**config.mk**
```make
export PLATFORM = sky130hd
export DESIGN_NAME = inst_encoder
export DESIGN_NICKNAME = d
export VERILOG_FILES = /design/src/rtl/riscv_pkg.sv /design/src/rtl/inst_pack.sv /design/src/rtl/inst_encoder.sv
export SDC_FILE = /design/constraint.sdc
export NUM_CORES = 1
export LEC_CHECK = 0
export BUFFER_PORTS_ARGS = -buffer_cell sky130_fd_sc_hd__buf_4
export CORE_MARGIN = 4
export CORE_UTILIZATION = 59
export DETAILED_ROUTE_END_ITERATION = 16
export GPL_TIMING_DRIVEN = 1
export PLACE_DENSITY = 0.87
export SETUP_SLACK_MARGIN = 0.2
export SKIP_LAST_GASP = 1
export SYNTH_ARGS = -nofsm -noshare
export SYNTH_HDL_FRONTEND = slang
export SYNTH_HIERARCHICAL = 1
export SYNTH_SLANG_ARGS = --single-unit
```
**constraint.sdc**
```tcl
create_clock -name clk -period 5.7 [get_ports clk]
set_clock_uncertainty 0.05 [all_clocks]
set_input_delay 1.14 -clock clk [delete_from_list [all_inputs] [get_ports clk]]
set_output_delay 1.14 -clock clk [all_outputs]
set_load 0.01 [all_outputs]
```
**src/rtl/riscv_pkg.sv**
```systemverilog
// RV32I encoding constants shared by the decoder and the instruction encoder.
package riscv_pkg;

  localparam logic [6:0] OPC_LOAD  = 7'b0000011;
  localparam logic [6:0] OPC_STORE = 7'b0100011;
  localparam logic [6:0] OPC_IMM   = 7'b0010011;
  localparam logic [6:0] OPC_OP    = 7'b0110011;

  localparam logic [2:0] F3_ADD_SUB = 3'b000;
  localparam logic [2:0] F3_SLL     = 3'b001;
  localparam logic [2:0] F3_SLT     = 3'b010;
  localparam logic [2:0] F3_SLTU    = 3'b011;
  localparam logic [2:0] F3_XOR     = 3'b100;
  localparam logic [2:0] F3_SRL_SRA = 3'b101;
  localparam logic [2:0] F3_OR      = 3'b110;
  localparam logic [2:0] F3_AND     = 3'b111;
  localparam logic [2:0] F3_WORD    = 3'b010;

  localparam logic [6:0] F7_BASE = 7'b0000000;
  localparam logic [6:0] F7_ALT  = 7'b0100000;

  localparam logic [3:0] ALUC_ADD  = 4'b0000;
  localparam logic [3:0] ALUC_SUB  = 4'b0001;
  localparam logic [3:0] ALUC_AND  = 4'b0010;
  localparam logic [3:0] ALUC_OR   = 4'b0011;
  localparam logic [3:0] ALUC_XOR  = 4'b0100;
  localparam logic [3:0] ALUC_SLL  = 4'b0101;
  localparam logic [3:0] ALUC_SLT  = 4'b0110;
  localparam logic [3:0] ALUC_SLTU = 4'b0111;
  localparam logic [3:0] ALUC_SRL  = 4'b1000;
  localparam logic [3:0] ALUC_SRA  = 4'b1001;

  localparam logic [31:0] NOP_WORD = 32'h0000_0013;

  typedef enum logic [1:0] {CLS_OP, CLS_IMM, CLS_LOAD, CLS_STORE} inst_class_e;
  typedef enum logic [1:0] {ENC_IDLE, ENC_RUN, ENC_FLUSH} enc_state_e;

  function automatic logic [2:0] alu_f3(input logic [3:0] aluc);
    case (aluc)
      ALUC_SLL:           return F3_SLL;
      ALUC_SLT:           return F3_SLT;
      ALUC_SLTU:          return F3_SLTU;
      ALUC_XOR:           return F3_XOR;
      ALUC_SRL, ALUC_SRA: return F3_SRL_SRA;
      ALUC_OR:            return F3_OR;
      ALUC_AND:           return F3_AND;
      default:            return F3_ADD_SUB;
    endcase
  endfunction

endpackage

```
**src/rtl/inst_pack.sv**
```systemverilog
// Combinational packer: decoded micro-op fields -> RV32I word plus illegal flag.
module inst_pack
  import riscv_pkg::*;
(
  input  logic [3:0]  aluc,
  input  logic        aluOut_WB_memOut,
  input  logic        write_mem,
  input  logic        rs2Data_EX_imm32,
  input  logic        write_reg,
  input  logic [4:0]  rd,
  input  logic [4:0]  rs1,
  input  logic [4:0]  rs2,
  input  logic [11:0] imm_12,
  output logic [31:0] word,
  output logic        illegal
);

  inst_class_e cls;
  logic [2:0]  f3;
  logic [6:0]  f7;
  logic        is_shift;

  always_comb begin
    cls = CLS_OP;
    if (write_mem)             cls = CLS_STORE;
    else if (aluOut_WB_memOut) cls = CLS_LOAD;
    else if (rs2Data_EX_imm32) cls = CLS_IMM;
  end

  assign f3       = alu_f3(aluc);
  assign f7       = (aluc == ALUC_SUB || aluc == ALUC_SRA) ? F7_ALT : F7_BASE;
  assign is_shift = (aluc == ALUC_SLL) || (aluc == ALUC_SRL) || (aluc == ALUC_SRA);

  always_comb begin
    word = '0;
    case (cls)
      CLS_LOAD:  word = {imm_12, rs1, F3_WORD, rd, OPC_LOAD};
      CLS_STORE: word = {imm_12[11:5], rs2, rs1, F3_WORD, imm_12[4:0], OPC_STORE};
      CLS_IMM: begin
        // Shift immediates carry only a 5-bit shamt; the top bits become funct7.
        if (is_shift) word = {f7, imm_12[4:0], rs1, f3, rd, OPC_IMM};
        else          word = {imm_12, rs1, f3, rd, OPC_IMM};
      end
      default:   word = {f7, rs2, rs1, f3, rd, OPC_OP};
    endcase
  end

  assign illegal = (aluc > ALUC_SRA)
                 || (cls == CLS_IMM && aluc == ALUC_SUB)
                 || ((cls == CLS_LOAD || cls == CLS_STORE) && aluc != ALUC_ADD)
                 || (write_mem && write_reg)
                 || (cls != CLS_STORE && !write_reg);

endmodule

```
**src/rtl/inst_encoder.sv**
```systemverilog
// Streams packed RV32I words into IMEM through a small FIFO with a run/flush FSM.
// Optional: define ILLEGAL_AS_NOP_EN to replace illegal micro-ops with addi x0,x0,0.
module inst_encoder
  import riscv_pkg::*;
#(
  parameter int ADDR_W     = 10,
  parameter int FIFO_DEPTH = 2
) (
  input  logic              clk,
  input  logic              rst,
  input  logic              start,
  input  logic [ADDR_W-1:0] base_addr,
  input  logic              finish,
  input  logic              in_valid,
  output logic              in_ready,
  input  logic [3:0]        aluc,
  input  logic              aluOut_WB_memOut,
  input  logic              write_mem,
  input  logic              rs2Data_EX_imm32,
  input  logic              write_reg,
  input  logic [4:0]        rd,
  input  logic [4:0]        rs1,
  input  logic [4:0]        rs2,
  input  logic [11:0]       imm_12,
  output logic              imem_we,
  output logic [ADDR_W-1:0] imem_addr,
  output logic [31:0]       imem_wdata,
  input  logic              imem_ready,
  output logic              busy,
  output logic              done,
  output logic              err,
  output logic [ADDR_W-1:0] word_cnt
);

  localparam int PTR_W = $clog2(FIFO_DEPTH);
  localparam int CNT_W = PTR_W + 1;
  localparam logic [CNT_W-1:0] FULL_CNT = CNT_W'(FIFO_DEPTH);

  enc_state_e        state;
  logic [ADDR_W-1:0] addr;
  logic [31:0]       fifo_mem [FIFO_DEPTH];
  logic [PTR_W-1:0]  rd_ptr, wr_ptr;
  logic [CNT_W-1:0]  fifo_count;
  logic [31:0]       packed_word, push_word;
  logic              illegal, accept, push, pop;

  inst_pack u_pack (
    .aluc             (aluc),
    .aluOut_WB_memOut (aluOut_WB_memOut),
    .write_mem        (write_mem),
    .rs2Data_EX_imm32 (rs2Data_EX_imm32),
    .write_reg        (write_reg),
    .rd               (rd),
    .rs1              (rs1),
    .rs2              (rs2),
    .imm_12           (imm_12),
    .word             (packed_word),
    .illegal          (illegal)
  );

  // in_ready looks only at registered occupancy, never at a same-cycle pop.
  assign in_ready   = (state == ENC_RUN) && (fifo_count < FULL_CNT);
  assign accept     = in_valid && in_ready;
  assign imem_we    = (fifo_count != '0);
  assign pop        = imem_we && imem_ready;
  assign imem_addr  = addr;
  assign imem_wdata = fifo_mem[rd_ptr];
  assign busy       = (state != ENC_IDLE);
  assign done       = (state == ENC_FLUSH) && (fifo_count == '0);

`ifdef ILLEGAL_AS_NOP_EN
  assign push      = accept;
  assign push_word = illegal ? NOP_WORD : packed_word;
`else
  assign push      = accept && !illegal;
  assign push_word = packed_word;
`endif

  always_ff @(posedge clk or posedge rst) begin
    if (rst) begin
      rd_ptr     <= '0;
      wr_ptr     <= '0;
      fifo_count <= '0;
      for (int i = 0; i < FIFO_DEPTH; i++) fifo_mem[i] <= '0;
    end else begin
      if (push) begin
        fifo_mem[wr_ptr] <= push_word;
        wr_ptr           <= wr_ptr + 1'b1;
      end
      if (pop) rd_ptr <= rd_ptr + 1'b1;
      case ({push, pop})
        2'b10:   fifo_count <= fifo_count + 1'b1;
        2'b01:   fifo_count <= fifo_count - 1'b1;
        default: fifo_count <= fifo_count;
      endcase
    end
  end

  // The FIFO is always empty in IDLE, so a start load never collides with a pop.
  always_ff @(posedge clk or posedge rst) begin
    if (rst) begin
      state    <= ENC_IDLE;
      addr     <= '0;
      word_cnt <= '0;
      err      <= 1'b0;
    end else begin
      if (pop) begin
        addr     <= addr + 1'b1;
        word_cnt <= word_cnt + 1'b1;
      end
      if (accept && illegal) err <= 1'b1;
      case (state)
        ENC_IDLE: if (start) begin
          state    <= ENC_RUN;
          addr     <= base_addr;
          word_cnt <= '0;
          err      <= 1'b0;
        end
        ENC_RUN:   if (finish) state <= ENC_FLUSH;
        ENC_FLUSH: if (fifo_count == '0) state <= ENC_IDLE;
        default:   state <= ENC_IDLE;
      endcase
    end
  end

endmodule

```
== Word-level counts from Yosys, hierarchy flattened ==
Memories as Yosys holds them, arrays and structs flattened.
Index checks and enable logic that the tools add are counted.
W data, S select, Z words.
Storage, ports and cells
  register bits after elaboration: 91
  memory bits (read-only): 48
  output and inout port bits: 57
  word-level logic and storage cells: 92
  memories: 1
Operators by class
  $add $sub $neg: 6
  magnitude comparators: 5
  equal/unequal tests: 15
  muxes and demuxes: 26
  bitwise operators: 2
  reductions and logical operators: 28
Memory list
  (no name shown): depth 16, width 3, rd ports 1, clocked after Yosys merged registers in 0, write ports 0, line riscv_pkg.sv:39  | case (aluc)
Operators by type and width (count)
  $mux W32: 5
  $pmux W32 S3: 1
  $bwmux W64: 1
  $mux W10: 6
  $demux W32 S1: 1
  $add A10 B1 Y10 const B: 2
  $logic_and A1 B1 Y1: 11
  $mux W2: 5
  $eq A2 B2 Y1 const B: 4
  $eq A4 B4 Y1 const B: 2
  $logic_or A1 B1 Y1: 8
  $eq A2 B1 Y1 const B: 3
  $mux W6: 1
  $ne A2 B2 Y1 const B: 3
  $pmux W2 S3: 1
  $reduce_bool A2 Y1: 3
  $eq A4 B1 Y1 const B: 1
  $eq A4 B3 Y1 const B: 1
  $ge A2 B2 Y1 const B: 2
  $gt A4 B4 Y1 const B: 1
  $logic_not A2 Y1: 2
  $mux W1: 4
  $not A1 Y2: 2
  $pmux W2 S2: 1
  other kinds (9): 11

== Longest topological paths before layout ==
Gate-level depths: netlist (run 1).
  depth in word-level cells: 13
  gate-level depth with buffers: 11
  gate-level depth less buffers: 11

== By module ==
The synthesis (run 1) kept the hierarchy.
Modules (own cells, without submodules)
  inst_encoder: times used 1, cells an instance 307, area each 4167.7 um^2, sequential area each 2277.2 um^2
  inst_pack: times used 1, cells an instance 77, area each 571.8 um^2, sequential area each 0.0 um^2

== Worst setup path before layout (run 1) ==
OpenSTA, ideal clock, no wires.
  path type: input-to-reg
  start point: input write_mem
  end point: register fifo_mem[35] (netlist name)
  arrival: 2.793 ns
  data required time: 5.525 ns
  setup slack: 2.733 ns
  cell stages on the path: 9
  path buffers: 2
  cells stage by stage: buf_2 > a21o_1 > ha_1 > a211oi_1 > o21ai_1 > nand2b_4 > nor2_8 > buf_6 > mux2_2
On the way
  longest elaborated chain between the ends: 9
Ends and longest elaborated chain
  start: declaration: line inst_encoder.sv:18  | input logic write_mem,
  $mux W2: line inst_pack.sv:25  | if (write_mem) cls = CLS_STORE;
  $eq A2 B1 Y1 or $eq A2 B2 Y1 (tied branches): line inst_pack.sv:49, inst_pack.sv:50
  $logic_and A1 B1 Y1 or $logic_or A1 B1 Y1 (tied branches): line inst_pack.sv:49, inst_pack.sv:50
  $logic_or A1 B1 Y1 or $logic_and A1 B1 Y1 (tied branches): line inst_pack.sv:49, inst_pack.sv:50
  $logic_or A1 B1 Y1: line inst_pack.sv:50  | || ((cls == CLS_LOAD || cls == CLS_STORE) && aluc != ALUC_ADD)
  $logic_or A1 B1 Y1: line inst_pack.sv:51  | || (write_mem && write_reg)
  $logic_or A1 B1 Y1 (*): line inst_pack.sv:52  | || (cls != CLS_STORE && !write_reg);
  via illegal: line inst_encoder.sv:45  | logic illegal, accept, push, pop;
  $logic_not A1 Y1 (*): line inst_encoder.sv:75  | assign push = accept && !illegal;
  $logic_and A1 B1 Y1 (*): line inst_encoder.sv:75
  end signal: indexed assignment: line inst_encoder.sv:87  | fifo_mem[wr_ptr] <= push_word;
  end: declaration: line inst_encoder.sv:41  | logic [31:0] fifo_mem [FIFO_DEPTH];
The timed path passes the listed nets; every way through them passes the cells marked *.
A chain may end at the register's enable or synchronous reset.

== Final worst setup path (run 1) ==
  start point: input write_mem
  end point: register fifo_mem[21] (netlist name)
The elaborated chain is that of the path after synthesis.

==> flow_summary.yaml, run 1 <==
setup_path:
  cp-end-kind: "flop"
  worstSetupEndpoint: "fifo_mem[21]"
  worst_reg2reg_path_length_in_cells: 5
  crit_family: "simple AND/OR/NAND/NOR gates"
  setup.worst_path.class: "in2reg"
  path_buf_inv: 2
  crit_path_max_incr_delay_ps: 500
  worstPathCellList: "buf_4 -> or2_2 -> inv_1 -> ha_1 -> a211oi_1 -> o21ai_1 -> nand3b_4 -> mux2_2"
  worstSetupPathDepth: 8
  startpoint_type: "input port"
  worst-endpoint-required_ps: 5880
  regToRegEndpoint: "fifo_count[1]"
  ff2ff_setup_slack_ps: 3520
  worst_r2r_startpoint: "fifo_count[1]"
  critical_path.max_fanout: 32
  critPathLaunch: "write_mem"
  cpMaxStageDelayCell: "nand3b_4"
  worst_ep_arrival_time_ps: 3300
pwr:
  vdd_ir_drop_max_mv: 0.1819
  power.density_mw_per_mm2: 388.1
  total_leakage_power_nw: 2.899
  report.power.total_mw: 2.194
placement:
  dp.final_hpwl_um: 7047
  placed_cells_incl_taps: 572
  gp_congestion: 0.8193
  io_buffers: 107
detailed_routing:
  remaining_drcs: 0
  route.antenna.remaining_nets: 0
  via_count: 3183
  drtPass1Iterations: 7
  detail_route.iter0.violations: 129
  route.detailed.vias_per_inst: 5.432
  wire_per_inst_um: 16.75
  wl_um: 9814
global_routing:
  number_of_antenna_violations_at_the_first_check_in_global_routing: 0
  first_pass_grt_wire_length_um: 16150
  vias_in_the_first_global_route: 3298
  globalRoute.totalOverflow: 0
  maximum_number_of_pins_on_one_net_before_global_route_repair: 62
  grt.total_usage: 0.2075
synthesis:
  yosys.area.top_type: "dfrtp_1"
  avgSynthCellArea_um2: 12.34
  mappedNetlistArea_mm2: 0.004740
  synth.distinct_cells: 50
  netlist_top_cells_count: "mux2_2, dfrtp_1, nor2_1"
  sequential_area_share_after_synthesis: 0.4805
  synth_edf_count: 0
  ys_async_sr_fraction: 1.000
  syn_inst: 384
  ys_seq_elements: 91
  post-synth-top-count-cell: "mux2_2"
  synth_top_cell_area_share: 0.4805
  synth_top_area_cells: "dfrtp_1, mux2_2, xor2_1, buf_6, ha_1"
  yosys_warnings: 6
  dominantRegCellSynth: "dfrtp_1"
finish:
  instances_no_fill: 586
  final_net_count: 539
  antenna_cells_inserted: 0
  areaGrowthSynthToFinish_pct: 19.30
  final_core_utilization: 0.7279
  fraction_of_final_layout_cells_with_drive_strength_greater_than_1: 0.4938
clock_tree:
  cts_hold_buf: 0
  maximum_level_of_the_cts_h_tree: 3
  clkLatencyLatePin_ps: 340
  numClockSinks: 91
  cts-resized-gates: 0
  ctsRootBufferMaster: "clkbuf_8"
  cts_max_path_buffers: 2
  clkSlewWorstSetupHoldPaths_ps: 80
  cts_tree: "built"
  cts_inserted_buffers: 9
  post_cts.repair.setup_buffers: 0
floorplan:
  dieHeight_um: 97.63
  fp-row-count: 32
  floorplan_die_area_mm2: 0.009531
  num_io_pins: 108
  die_width_um: 97.63
  initial_core_util: 0.6102
  floorplan.core_area_mm2: 0.007767
timing:
  setup_repair_after_global_routing_missed_its_margin: "false"
  post-route-period-util: 0.5478
  min_period_ps: 3122
  achievable_clock_frequency_mhz: 320.3
  setup_viol: 0
  final_max_slew_viol_count: 0
  finalHoldWorstSlack_ps: 422.8
  relSlewSlack: 0.4819
  final.setup.tns_ps: 0
  worst_margin_pin_slew_ps: 777.2
  report.final.hold_viol_count: 0
run:
  timing.max_cap.violations: 0
worst_hold_path:
  hold_path_class: "reg2reg"
  min_from: "rd_ptr"
outcome:
  run_status: "finished, final reports clean"
==> how the worst min path moves through the flow <==
stage | endpoint | slack, ps | cells past startpoint
3_5_place_dp | rd_ptr | 410 | 1
6_report | rd_ptr | 420 | 1
2_1_floorplan | fifo_mem[29] | 420 | 1
4_1_cts | rd_ptr | 430 | 1
5_1_grt | rd_ptr | 440 | 1
3_3_place_gp | rd_ptr | 410 | 1
==> through the flow <==
stage | worst slack (ps) | cell area [um2]
after CTS | 2611 | 5654
after floorplan | 2146 | 4751
after detailed placement | 2254 | 5488
final | 2578 | 5654
after global routing | 2508 | 5654
after global placement | 2336 | 5488
==> flip-flops by register name, indices dropped and copies added (netlist names) <==
signal and flops:
err 1, fifo_count 2, fifo_mem 64, imem_addr 10, rd_ptr 1, state 2, word_cnt 10, wr_ptr 1
==> final cells by class <==
class | count | area [um2]
inverter | 12 | 46.29
clock buffer | 11 | 151.4
clock inverter | 3 | 15.01
tap | 102 | 127.6
sequential | 91 | 2277
multi-input combinational | 257 | 2211
timing repair buffer | 110 | 825.8
fill | 544 | 2113
==> layer usage <==
metal | vias to the layer above | GRT usage | part of all wire
met1 | 1568 | 0.2664 | 0.43
li1 | 1523 | - | -
met3 | 23 | 0.03661 | 0.034
met2 | 69 | 0.3479 | 0.51
met4 | 0 | 0.08413 | 0.026
met5 | - | 0 | 0
==> cell usage in the layout (no fill, tap or decap), types with 2 or more instances in the layout <==
master,instances
buf_4,110
mux2_2,102
dfrtp_1,91
nor2_1,20
nand2_1,17
xor2_1,12
clkbuf_8,11
inv_1,10
xnor2_1,10
o21ai_0,9
nand4_1,8
ha_1,7
and2_1,6
a22o_1,5
conb_1,5
a21oi_1,4
nor3_1,4
nand3_1,4
clkinv_2,4
or2_2,3
and3_1,3
nand2b_1,3
o21ai_1,2
nor4_1,2
mux2i_1,2
nor3b_1,2
o21a_1,2
o22a_1,2
o22ai_1,2
a211oi_1,2
or2_1,2
o31ai_1,2
==> logic make-up after synthesis <==
family	share of synthesized area
xor+xnor	0.04065
buf+inv	0.05544
simple gates	0.1024
other cells	0.001585
flops	0.4805
mux	0.2466
fa+ha+maj	0.01848
compound gates	0.05438
==> power breakdown <==
part           total [mW]  switching, mW  internal, mW
combinational       0.842          0.378         0.464
sequential          0.974          0.146         0.828
clock               0.379          0.203         0.175
Note: power is estimated with default switching activity, not from simulation.
==> inputs of run 2 (changes only) <==
--- a/config.mk
+++ b/config.mk
@@ -7,10 +7,10 @@
 export LEC_CHECK = 0
 export BUFFER_PORTS_ARGS = -buffer_cell sky130_fd_sc_hd__buf_4
 export CORE_MARGIN = 4
-export CORE_UTILIZATION = 59
+export CORE_UTILIZATION = 55
 export DETAILED_ROUTE_END_ITERATION = 16
 export GPL_TIMING_DRIVEN = 1
-export PLACE_DENSITY = 0.87
+export PLACE_DENSITY = 0.82
 export SETUP_SLACK_MARGIN = 0.2
 export SKIP_LAST_GASP = 1
 export SYNTH_ARGS = -nofsm -noshare
==> constraint.sdc (replaced) <==
create_clock -name clk -period 3.06 [get_ports clk]
set_clock_uncertainty 0.05 [all_clocks]
set_input_delay 0.612 -clock clk [delete_from_list [all_inputs] [get_ports clk]]
set_output_delay 0.612 -clock clk [all_outputs]
set_load 0.01 [all_outputs]
==> run 2 against run 1 <==
  * Die area rose by 6.7%
  * Non-clock buffer count rose by 6
  * Setup slack got worse by 2000 ps
==> flow_summary.yaml, run 2 (synthesis gave the netlist of run 1 again) <==
setup_path:
  worst_ep_arrival_time_ps: 2700
  worst_path_most_repeated_cell: "buf_4"
  cp-end-kind: "flop"
  crit_family: "buffers and inverters"
  path_buf_inv: 3
  cpMaxStageDelayCell: "mux2_2"
  regToRegEndpoint: "fifo_count[1]"
  worst-endpoint-required_ps: 3250
  worstPathCellList: "buf_4 -> or2_2 -> inv_1 -> ha_1 -> a211oi_1 -> o21ai_1 -> nand3b_4 -> buf_4 -> mux2_2"
  ff2ff_setup_slack_ps: 930
  startpoint_type: "input port"
  worst_r2r_startpoint: "fifo_count[1]"
  critical_path.max_fanout: 19
  worst_reg2reg_path_length_in_cells: 6
  setup.worst_path.class: "in2reg"
  crit_path_max_incr_delay_ps: 380
placement:
  dp.final_hpwl_um: 7417
  gp_congestion: 0.8721
  placed_cells_incl_taps: 581
  io_buffers: 107
global_routing:
  number_of_antenna_violations_at_the_first_check_in_global_routing: 0
  vias_in_the_first_global_route: 3385
  first_pass_grt_wire_length_um: 16590
  maximum_number_of_pins_on_one_net_before_global_route_repair: 38
  globalRoute.totalOverflow: 0
  grt.total_usage: 0.2083
timing:
  report.final.hold_viol_count: 0
  finalHoldWorstSlack_ps: 345.1
  setup_viol: 0
  post-route-period-util: 0.8195
  min_period_ps: 2508
  achievable_clock_frequency_mhz: 398.8
  final_max_slew_viol_count: 0
  setup_repair_after_global_routing_missed_its_margin: "false"
  final.setup.tns_ps: 0
  relSlewSlack: 0.4533
  worst_margin_pin_slew_ps: 818.3
detailed_routing:
  wl_um: 9987
  route.detailed.vias_per_inst: 5.394
  route.antenna.remaining_nets: 0
  wire_per_inst_um: 16.73
  drtPass1Iterations: 4
  remaining_drcs: 0
  detail_route.iter0.violations: 107
  via_count: 3220
clock_tree:
  cts_max_path_buffers: 2
  cts_tree: "built"
  cts-resized-gates: 0
  cts_inserted_buffers: 9
  ctsRootBufferMaster: "clkbuf_8"
  clkSlewWorstSetupHoldPaths_ps: 100
  cts_hold_buf: 0
  numClockSinks: 91
  clkLatencyLatePin_ps: 360
  maximum_level_of_the_cts_h_tree: 3
  post_cts.repair.setup_buffers: 0
finish:
  instances_no_fill: 597
  final_core_utilization: 0.6961
  registers.top_by_ff_count: "fifo_mem"
  areaGrowthSynthToFinish_pct: 21.88
  final_common_cell: "buf_4"
  final_net_count: 545
  antenna_cells_inserted: 0
  commonest_cells_after_routing_fill_and_taps_aside: "buf_4, mux2_2, dfrtp_1, nor2_1, nand2_1"
  fraction_of_final_layout_cells_with_drive_strength_greater_than_1: 0.5020
  max_reg_flops: 64
pwr:
  vdd_ir_drop_max_mv: 0.3712
  power.switching_fraction: 0.3291
  power_frac_comb: 0.367
  clock_power_share: 0.200
  power.density_mw_per_mm2: 734.8
  switching_power_mw: 1.397
  total_leakage_power_nw: 2.940
  share_of_total_power_in_sequential_cells: 0.433
  power_report.internal_total_mw: 2.848
floorplan:
  initial_core_util: 0.5711
  die_width_um: 100.8
  fp-row-count: 33
  floorplan.core_area_mm2: 0.008299
  floorplan_die_area_mm2: 0.01017
  num_io_pins: 108
  dieHeight_um: 100.8
run:
  timing.max_cap.violations: 0
worst_hold_path:
  hold_path_class: "in2async"
outcome:
  run_status: "finished, final reports clean"
## run 2: worst reg2reg max path, stage by stage (launching register included)
cell	delay, ps
dfrtp_1	440
o21ai_1	450
inv_1	400
ha_1	320
xnor2_1	150
nor2_1	70
xor2_1	130
## run 2: cell type report
cell class                 instances  area [um2]
tap                              105       131.4
inverter                          12       48.80
clock inverter                     5       61.31
sequential                        91        2277
clock buffer                      11       151.4
timing repair buffer             116       895.9
fill                             645        2522
multi-input combinational        257        2211
## run 2: stage by stage
step	total power, mW	instance area, um2	setup WS (ps)
global placement	3.377	5564	296.7
floorplan	2.778	4755	620.7
global route	4.520	5777	472.4
finish	4.245	5777	552.3
CTS	4.285	5777	544.9
detailed placement	3.437	5564	178.2
## run 2: worst max-delay path by stage
stage,start,to,slack [ps],cells past startpoint
finish,write_mem,fifo_mem[25],550,9
global route,write_mem,fifo_mem[25],470,9
CTS,write_mem,fifo_mem[25],540,9
detailed placement,write_mem,fifo_mem[25],180,9
global placement,write_mem,fifo_mem[16],300,9
floorplan,write_mem,fifo_mem[35],620,9
## run 2: routing by layer
layer / track usage / routed length [um] / up-vias
met2: 0.3600 / 5279 / 60
li1: - / - / 1541
met4: 0.06528 / 122 / 0
met5: 0 / 0 / -
met3: 0.04083 / 338 / 12
met1: 0.2630 / 4246 / 1607
## run 2: power by group through the flow
stage	combinational (mW)	clock [mW]	sequential (mW)
global placement	1.54	0	1.84
global route	1.70	0.925	1.89
floorplan	0.975	0	1.80
finish	1.56	0.848	1.84
detailed placement	1.57	0	1.86
CTS	1.58	0.863	1.84
